## src/rtl/uart_pkg.sv

```systemverilog
// Shared definitions for the configurable UART receiver: parity modes,
// receiver FSM encoding and the oversampling ratio.
package uart_pkg;

   localparam int OVS      = 16;

   localparam int PAR_NONE = 0;
   localparam int PAR_ODD  = 1;
   localparam int PAR_EVEN = 2;

   typedef enum logic [2:0] {
      ST_IDLE      = 3'd0,
      ST_START     = 3'd1,
      ST_DATA      = 3'd2,
      ST_PARITY    = 3'd3,
      ST_STOP      = 3'd4,
      ST_WAIT_IDLE = 3'd5
   } rx_state_e;

   function automatic logic majority3(input logic a, input logic b, input logic c);
      return (a & b) | (a & c) | (b & c);
   endfunction

endpackage

```

## src/rtl/uart_rx_fifo.sv

```systemverilog
// First-word-fall-through receive FIFO; the head entry is always visible on
// rdata_o and is dropped (drop_o) when a push arrives while full with no pop.
module uart_rx_fifo
   import uart_pkg::*;
#(
   parameter int WIDTH = 10,
   parameter int DEPTH = 4
) (
   input  logic             clk,
   input  logic             reset,
   input  logic             push_i,
   input  logic [WIDTH-1:0] wdata_i,
   input  logic             pop_i,
   output logic [WIDTH-1:0] rdata_o,
   output logic             empty_o,
   output logic             drop_o
);

   localparam int AW = $clog2(DEPTH);

   logic [WIDTH-1:0] mem_q [DEPTH];
   logic [AW:0]      wr_ptr_q, wr_ptr_d;
   logic [AW:0]      rd_ptr_q, rd_ptr_d;
   logic             empty;
   logic             full;
   logic             do_pop;
   logic             do_push;

   // The extra pointer MSB distinguishes full from empty when the indices match.
   assign empty   = (wr_ptr_q == rd_ptr_q);
   assign full    = (wr_ptr_q[AW] != rd_ptr_q[AW]) &&
                    (wr_ptr_q[AW-1:0] == rd_ptr_q[AW-1:0]);
   assign do_pop  = pop_i & ~empty;
   assign do_push = push_i & (~full | do_pop);

   always_comb begin
      wr_ptr_d = wr_ptr_q;
      rd_ptr_d = rd_ptr_q;
      if (do_push) begin
         wr_ptr_d = wr_ptr_q + 1'b1;
      end
      if (do_pop) begin
         rd_ptr_d = rd_ptr_q + 1'b1;
      end
   end

   always_ff @(posedge clk) begin
      if (reset) begin
         wr_ptr_q <= '0;
         rd_ptr_q <= '0;
      end else begin
         wr_ptr_q <= wr_ptr_d;
         rd_ptr_q <= rd_ptr_d;
      end
   end

   for (genvar gi = 0; gi < DEPTH; gi++) begin : g_entry
      always_ff @(posedge clk) begin
         if (do_push && (wr_ptr_q[AW-1:0] == AW'(gi))) begin
            mem_q[gi] <= wdata_i;
         end
      end
   end

   assign rdata_o = empty ? '0 : mem_q[rd_ptr_q[AW-1:0]];
   assign empty_o = empty;
   assign drop_o  = push_i & full & ~do_pop;

endmodule

```

## src/rtl/uart_rx_cfg.sv

```systemverilog
// 16x oversampling UART receiver with configurable data width, parity and
// stop bits; received words and their error flags queue in a FWFT FIFO.
module uart_rx_cfg
   import uart_pkg::*;
#(
   parameter int CLK_HZ     = 50_000_000,
   parameter int BAUD       = 115200,
   parameter int DATA_BITS  = 8,
   parameter int PARITY     = 0,
   parameter int STOP_BITS  = 1,
   parameter int FIFO_DEPTH = 4
) (
   input  logic                 clk,
   input  logic                 reset,
   input  logic                 rx,
   input  logic                 rd_en,
   output logic [DATA_BITS-1:0] data_out,
   output logic                 parity_err,
   output logic                 frame_err,
   output logic                 rx_ready,
   output logic                 overrun
);

   localparam int OVS_DIV = (CLK_HZ + (OVS / 2) * BAUD) / (OVS * BAUD);
   localparam int DIV_W   = $clog2(OVS_DIV + 1);
   localparam int BIT_W   = $clog2(DATA_BITS);
   localparam int FIFO_W  = DATA_BITS + 2;

   logic             rx_meta_q;
   logic             rx_sync_q;
   logic             rx_prev_q;

   logic [DIV_W-1:0] div_cnt_q, div_cnt_d;
   logic             tick;

   rx_state_e              state_q, state_d;
   logic [3:0]             tick_cnt_q, tick_cnt_d;
   logic [BIT_W-1:0]       bit_cnt_q, bit_cnt_d;
   logic                   stop_cnt_q, stop_cnt_d;
   logic [DATA_BITS-1:0]   shift_q, shift_d;
   logic [1:0]             samp_q, samp_d;
   logic                   par_err_q, par_err_d;
   logic                   frm_err_q, frm_err_d;

   logic                   start_det;
   logic                   mid_tick;
   logic                   end_tick;
   logic                   vote;
   logic                   push;
   logic                   push_frm_err;
   logic [FIFO_W-1:0]      push_word;
   logic [FIFO_W-1:0]      head_word;
   logic                   fifo_empty;
   logic                   fifo_drop;

   always_ff @(posedge clk) begin
      if (reset) begin
         rx_meta_q <= 1'b1;
         rx_sync_q <= 1'b1;
         rx_prev_q <= 1'b1;
      end else begin
         rx_meta_q <= rx;
         rx_sync_q <= rx_meta_q;
         rx_prev_q <= rx_sync_q;
      end
   end

   assign start_det = (state_q == ST_IDLE) && rx_prev_q && !rx_sync_q;

   // The divider restarts on the start edge so the tick phase is locked to the frame.
   assign tick = (div_cnt_q == DIV_W'(OVS_DIV - 1));

   always_comb begin
      div_cnt_d = div_cnt_q + 1'b1;
      if (start_det || tick) begin
         div_cnt_d = '0;
      end
   end

   assign mid_tick = tick && (tick_cnt_q == 4'd9);
   assign end_tick = tick && (tick_cnt_q == 4'd15);
   assign vote     = majority3(samp_q[0], samp_q[1], rx_sync_q);

   assign push_frm_err = frm_err_q | ~vote;
   assign push_word    = {shift_q, par_err_q, push_frm_err};

   always_comb begin
      state_d    = state_q;
      tick_cnt_d = tick ? tick_cnt_q + 4'd1 : tick_cnt_q;
      bit_cnt_d  = bit_cnt_q;
      stop_cnt_d = stop_cnt_q;
      shift_d    = shift_q;
      samp_d     = samp_q;
      par_err_d  = par_err_q;
      frm_err_d  = frm_err_q;
      push       = 1'b0;

      if (tick && (tick_cnt_q == 4'd7)) begin
         samp_d[0] = rx_sync_q;
      end
      if (tick && (tick_cnt_q == 4'd8)) begin
         samp_d[1] = rx_sync_q;
      end

      unique case (state_q)
         ST_IDLE: begin
            tick_cnt_d = '0;
            if (start_det) begin
               state_d    = ST_START;
               bit_cnt_d  = '0;
               stop_cnt_d = 1'b0;
               par_err_d  = 1'b0;
               frm_err_d  = 1'b0;
            end
         end

         ST_START: begin
            if (mid_tick && vote) begin
               state_d = ST_IDLE;
            end else if (end_tick) begin
               state_d = ST_DATA;
            end
         end

         ST_DATA: begin
            if (mid_tick) begin
               shift_d = {vote, shift_q[DATA_BITS-1:1]};
            end
            if (end_tick) begin
               if (bit_cnt_q == BIT_W'(DATA_BITS - 1)) begin
                  state_d = (PARITY != PAR_NONE) ? ST_PARITY : ST_STOP;
               end else begin
                  bit_cnt_d = bit_cnt_q + 1'b1;
               end
            end
         end

         ST_PARITY: begin
            // Error when the ones count (data plus parity bit) has the wrong polarity.
            if (mid_tick) begin
               if (PARITY == PAR_ODD) begin
                  par_err_d = ~(^shift_q ^ vote);
               end else begin
                  par_err_d = ^shift_q ^ vote;
               end
            end
            if (end_tick) begin
               state_d = ST_STOP;
            end
         end

         ST_STOP: begin
            if (mid_tick) begin
               if (!vote) begin
                  frm_err_d = 1'b1;
               end
               if (stop_cnt_q == 1'(STOP_BITS - 1)) begin
                  push    = 1'b1;
                  state_d = vote ? ST_IDLE : ST_WAIT_IDLE;
               end
            end else if (end_tick) begin
               stop_cnt_d = 1'b1;
            end
         end

         ST_WAIT_IDLE: begin
            tick_cnt_d = '0;
            if (rx_sync_q) begin
               state_d = ST_IDLE;
            end
         end

         default: begin
            state_d = ST_IDLE;
         end
      endcase
   end

   always_ff @(posedge clk) begin
      if (reset) begin
         div_cnt_q  <= '0;
         state_q    <= ST_IDLE;
         tick_cnt_q <= '0;
         bit_cnt_q  <= '0;
         stop_cnt_q <= 1'b0;
         shift_q    <= '0;
         samp_q     <= '0;
         par_err_q  <= 1'b0;
         frm_err_q  <= 1'b0;
      end else begin
         div_cnt_q  <= div_cnt_d;
         state_q    <= state_d;
         tick_cnt_q <= tick_cnt_d;
         bit_cnt_q  <= bit_cnt_d;
         stop_cnt_q <= stop_cnt_d;
         shift_q    <= shift_d;
         samp_q     <= samp_d;
         par_err_q  <= par_err_d;
         frm_err_q  <= frm_err_d;
      end
   end

   uart_rx_fifo #(
      .WIDTH (FIFO_W),
      .DEPTH (FIFO_DEPTH)
   ) u_fifo (
      .clk     (clk),
      .reset   (reset),
      .push_i  (push),
      .wdata_i (push_word),
      .pop_i   (rd_en),
      .rdata_o (head_word),
      .empty_o (fifo_empty),
      .drop_o  (fifo_drop)
   );

   assign data_out   = head_word[FIFO_W-1:2];
   assign parity_err = head_word[1];
   assign frame_err  = head_word[0];
   assign rx_ready   = ~fifo_empty;
   assign overrun    = fifo_drop;

endmodule

```

## config.mk

```make
export PLATFORM = sky130hd
export DESIGN_NAME = uart_rx_cfg
export DESIGN_NICKNAME = d
export VERILOG_FILES = /design/src/rtl/uart_pkg.sv /design/src/rtl/uart_rx_fifo.sv /design/src/rtl/uart_rx_cfg.sv
export SDC_FILE = /design/constraint.sdc
export NUM_CORES = 1
export LEC_CHECK = 0
export BUFFER_PORTS_ARGS = -buffer_cell sky130_fd_sc_hd__buf_2
export CORE_MARGIN = 2
export CORE_UTILIZATION = 35
export DETAILED_ROUTE_END_ITERATION = 6
export GPL_ROUTABILITY_DRIVEN = 0
export PLACE_DENSITY_LB_ADDON = 0.15
export SLEW_MARGIN = 5
export SYNTH_ARGS = -nofsm -noshare
export SYNTH_HDL_FRONTEND = slang
export SYNTH_SLANG_ARGS = --single-unit
```

## constraint.sdc

```tcl
create_clock -name clk -period 2.5 [get_ports clk]
set_input_delay 0.5 -clock clk [delete_from_list [all_inputs] [get_ports clk]]
set_output_delay 0.5 -clock clk [all_outputs]
set_load 0.005 [all_outputs]
```

==> results.yml <==
run_status:
  status: "finished, final reports clean"
min_path:
  hold_start: "rx"
  hold_class: "in -> reg"
floorplanning:
  core_area_mm2: 0.009729
  die_area_mm2: 0.01076
  die_h_um: 103.7
  start_util_pct: 35.79
  die_w_um: 103.7
  num_rows: 36
  io_pins: 16
finish:
  layout-drive-gt1-share_pct: 17.57
  fillCellCount: 955
  multi_input_area_mm2: 0.001395
  n_antenna_cell: 0
  seq_area_mm2: 0.001982
  area_growth_pct: 12.29
  fin_area_mm2: 0.003910
  layout.nets: 324
route:
  ant_nets: 0
  wl_per_cell_um: 14.09
  first_iter_violations: 63
  routed_wl_um: 6283
  drc: 0
  vias: 2125
  vias_per_cell: 4.765
  dr.pass1.iters: 4
pwr:
  p_leak_uw: 0.001354
  p_per_area_mw_per_mm2: 655.9
  ir_drop_mv: 0.2520
yosys:
  synth-seq-area-share_pct: 56.92
  synth_flop_cell: "edfxtp_1"
  synth_nets: 304
  synthArstFlopShare_pct: 0
  yosysWarningCount: 0
  synth_cells: 288
  yosys-top-cells-area: "edfxtp_1, dfxtp_1, mux4_2"
  synth_largest_area_cell: "edfxtp_1"
  yosysUniqueCellTypes: 43
  syn_area_mm2: 0.003482
  synth_top_area_share_pct: 34.50
  yosys_register_bits: 79
  syn_area_per_cell_um2: 12.09
  synth_edf_count: 40
sta:
  finalHoldViolCount: 0
  hold_slack_ns: 0.3268
  min_period_over_period_pct: 91.17
  finalClockSkew_ns: 0.005785
  rsz0062_at_grt: "no"
  finalCriticalPeriod_ns: 2.279
  worstMarginPinSlew_ns: 0.7224
  setup_viol: 0
  slew_viol_final: 0
  finalSetupTns_ns: 0
  maxSlewHeadroom_pct: 51.66
  maxClockFrequency_mhz: 438.8
worst_setup_path:
  cp_num_cells: 6
  end_kind: "primary output"
  cp.buffers_inverters: 2
  path_cells: "inv_1 > ha_1 > and4b_2 > nand4_1 > nor4_1 > buf_2"
  regToRegEndpoint: "u_fifo.mem_q[0][0]"
  crit_arrival_ns: 1.78
  cp_top_family: "simple AND/OR/NAND/NOR gates"
  setup.worst_path.start: "div_cnt_q[0]"
  crit_end: "overrun"
  slowest_stage: "dfxtp_1"
  crit_fanout: 8
  cp_data_required_time_ns: 2.00
  reg2reg_depth: 8
  start_kind: "flop"
  cp_slowest_stage_delay_ns: 0.34
  path_class: "reg -> out"
  r2r_slack_ns: 0.35
  worstReg2RegStart: "div_cnt_q[0]"
grt:
  antenna_found_initial: 0
  grt_pass1_wl_um: 10540
  grt_max_degree: 31
  first_global_vias: 2136
  grt_use_total_pct: 12.59
  overflow: 0
cts:
  cts.sinks: 79
  clock_latency_ns: 0.35
  root_buffer: "clkbuf_8"
  ctsLongestPathBuffers: 2
  cts.reportedPaths.clkPinSlew_ns: 0.08
  cts_buffers: 9
  cts_tree: "yes"
  ctsHoldBuffers: 0
  h-tree-depth: 3
place:
  dpl_cell_area_mm2: 0.003704
  io_buffer_count: 15
  dpl.hpwl_um: 4240
job:
  drv_cap: 0
## cell usage after synthesis (all sizes together) (2+ instances only)
cell type and number:
a2111oi 2, a21oi 16, and2 5, and4b 3, buf 5, clkbuf 9
dfxtp 39, edfxtp 40, ha 12, inv 9, mux2i 6, mux4 10
nand2 20, nand2b 5, nand3 11, nand4 3, nand4b 3, nor2 26
nor2b 11, nor3 5, nor3b 4, nor4 2, nor4bb 2, o21a 2
o21ai 3, or2 3, xnor2 13, xor2 8
## through the flow
step           setup slack (ns)  util (%)  std cells  power, uW
6_report                 0.2208     40.19        446       2565
3_3_place_gp             0.3733     38.07        429       1647
5_1_grt                 0.03033     40.19        446       2675
3_5_place_dp             0.3327     38.07        429       1642
4_1_cts                0.006737     40.10        445       2597
2_1_floorplan            0.1919         -        288       1596
## cell type report
cell class / count / area share, %
multi-input cells: 186 / 35.68
clock inverters: 6 / 1.792
inverters: 9 / 0.8640
repair buffers: 23 / 3.456
clock buffers: 10 / 3.264
flip-flops and latches: 79 / 50.69
well taps: 133 / 4.256
## worst min path at each step
stage,to,slack [ns],depth (start not counted)
2_1_floorplan,rx_sync_q,0.39,1
3_3_place_gp,rx_sync_q,0.39,1
3_5_place_dp,rx_sync_q,0.39,1
4_1_cts,rx_meta_q,0.31,2
5_1_grt,rx_meta_q,0.32,2
6_report,rx_meta_q,0.33,2
## flip-flops by register name, summed over array words and instances, names as in the netlist, named ones only
register         cells
state_q              3
shift_q              8
stop_cnt_q           1
bit_cnt_q            3
u_fifo.wr_ptr_q      3
par_err_q            1
frm_err_q            1
rx_meta_q            1
u_fifo.mem_q        40
rx_prev_q            1
tick_cnt_q           4
div_cnt_q            5
u_fifo.rd_ptr_q      3
samp_q               2
rx_sync_q            1
## power by group
group	internal, uW	switching, uW	leakage [uW]	total, uW
Combinational	88.1	111	0.000581	199
Sequential	1370	40.9	0.000684	1420
Clock	466	484	0.0000891	950
## worst register-to-register path: stages, from the launching register on
cell and delay (ns):
dfxtp_1 0.34, inv_1 0.06, ha_1 0.15, and4b_2 0.33, nand4_1 0.17, buf_4 0.19
nor2_1 0.25, and2_1 0.17, buf_4 0.20
## timing repair
action	CTS	global route
setup endpoints to repair	0	1
hold endpoints to repair	0	0
buffers inserted	0	1
resized for setup	0	1
## per-layer routing
metal	up-vias	GRT usage, %	routed length [um]
met5	-	0	0
met4	0	6.950	144
met3	11	2.517	151
met2	25	21.19	3073
met1	1022	15.12	2914
li1	1067	-	-
## cells in the final DEF (no fill, tap or decap), types with 2 or more instances in the layout
cell / instances
nand2b_1: 5
a21oi_1: 16
o21ai_0: 3
clkinvlp_4: 3
edfxtp_1: 40
buf_2: 15
xnor2_1: 13
and2_1: 5
clkbuf_8: 9
mux2i_1: 6
ha_1: 12
nor4bb_1: 2
o21a_1: 2
nor4_1: 2
nor3b_1: 4
buf_4: 8
nand4b_1: 3
nand3_1: 11
dfxtp_1: 39
inv_1: 9
mux4_2: 10
nor3_1: 5
nand4_1: 3
nand2_1: 20
or2_2: 3
xor2_1: 8
nor2b_1: 11
nor2_1: 26
## logic make-up after synthesis
| group | after synthesis | share of synthesized area [%] |
|---|---|---|
| adders and majority gates | 13 | 4.599 |
| xor gates and xnor gates | 21 | 5.282 |
| muxes | 16 | 8.193 |
| DFF | 79 | 56.92 |
| buffers and inverters | 23 | 3.054 |
| AOI/OAI and AO/OA | 30 | 5.677 |
| and+or+nand+nor | 106 | 16.28 |
No activity file was read; power rests on OpenSTA's default activity.
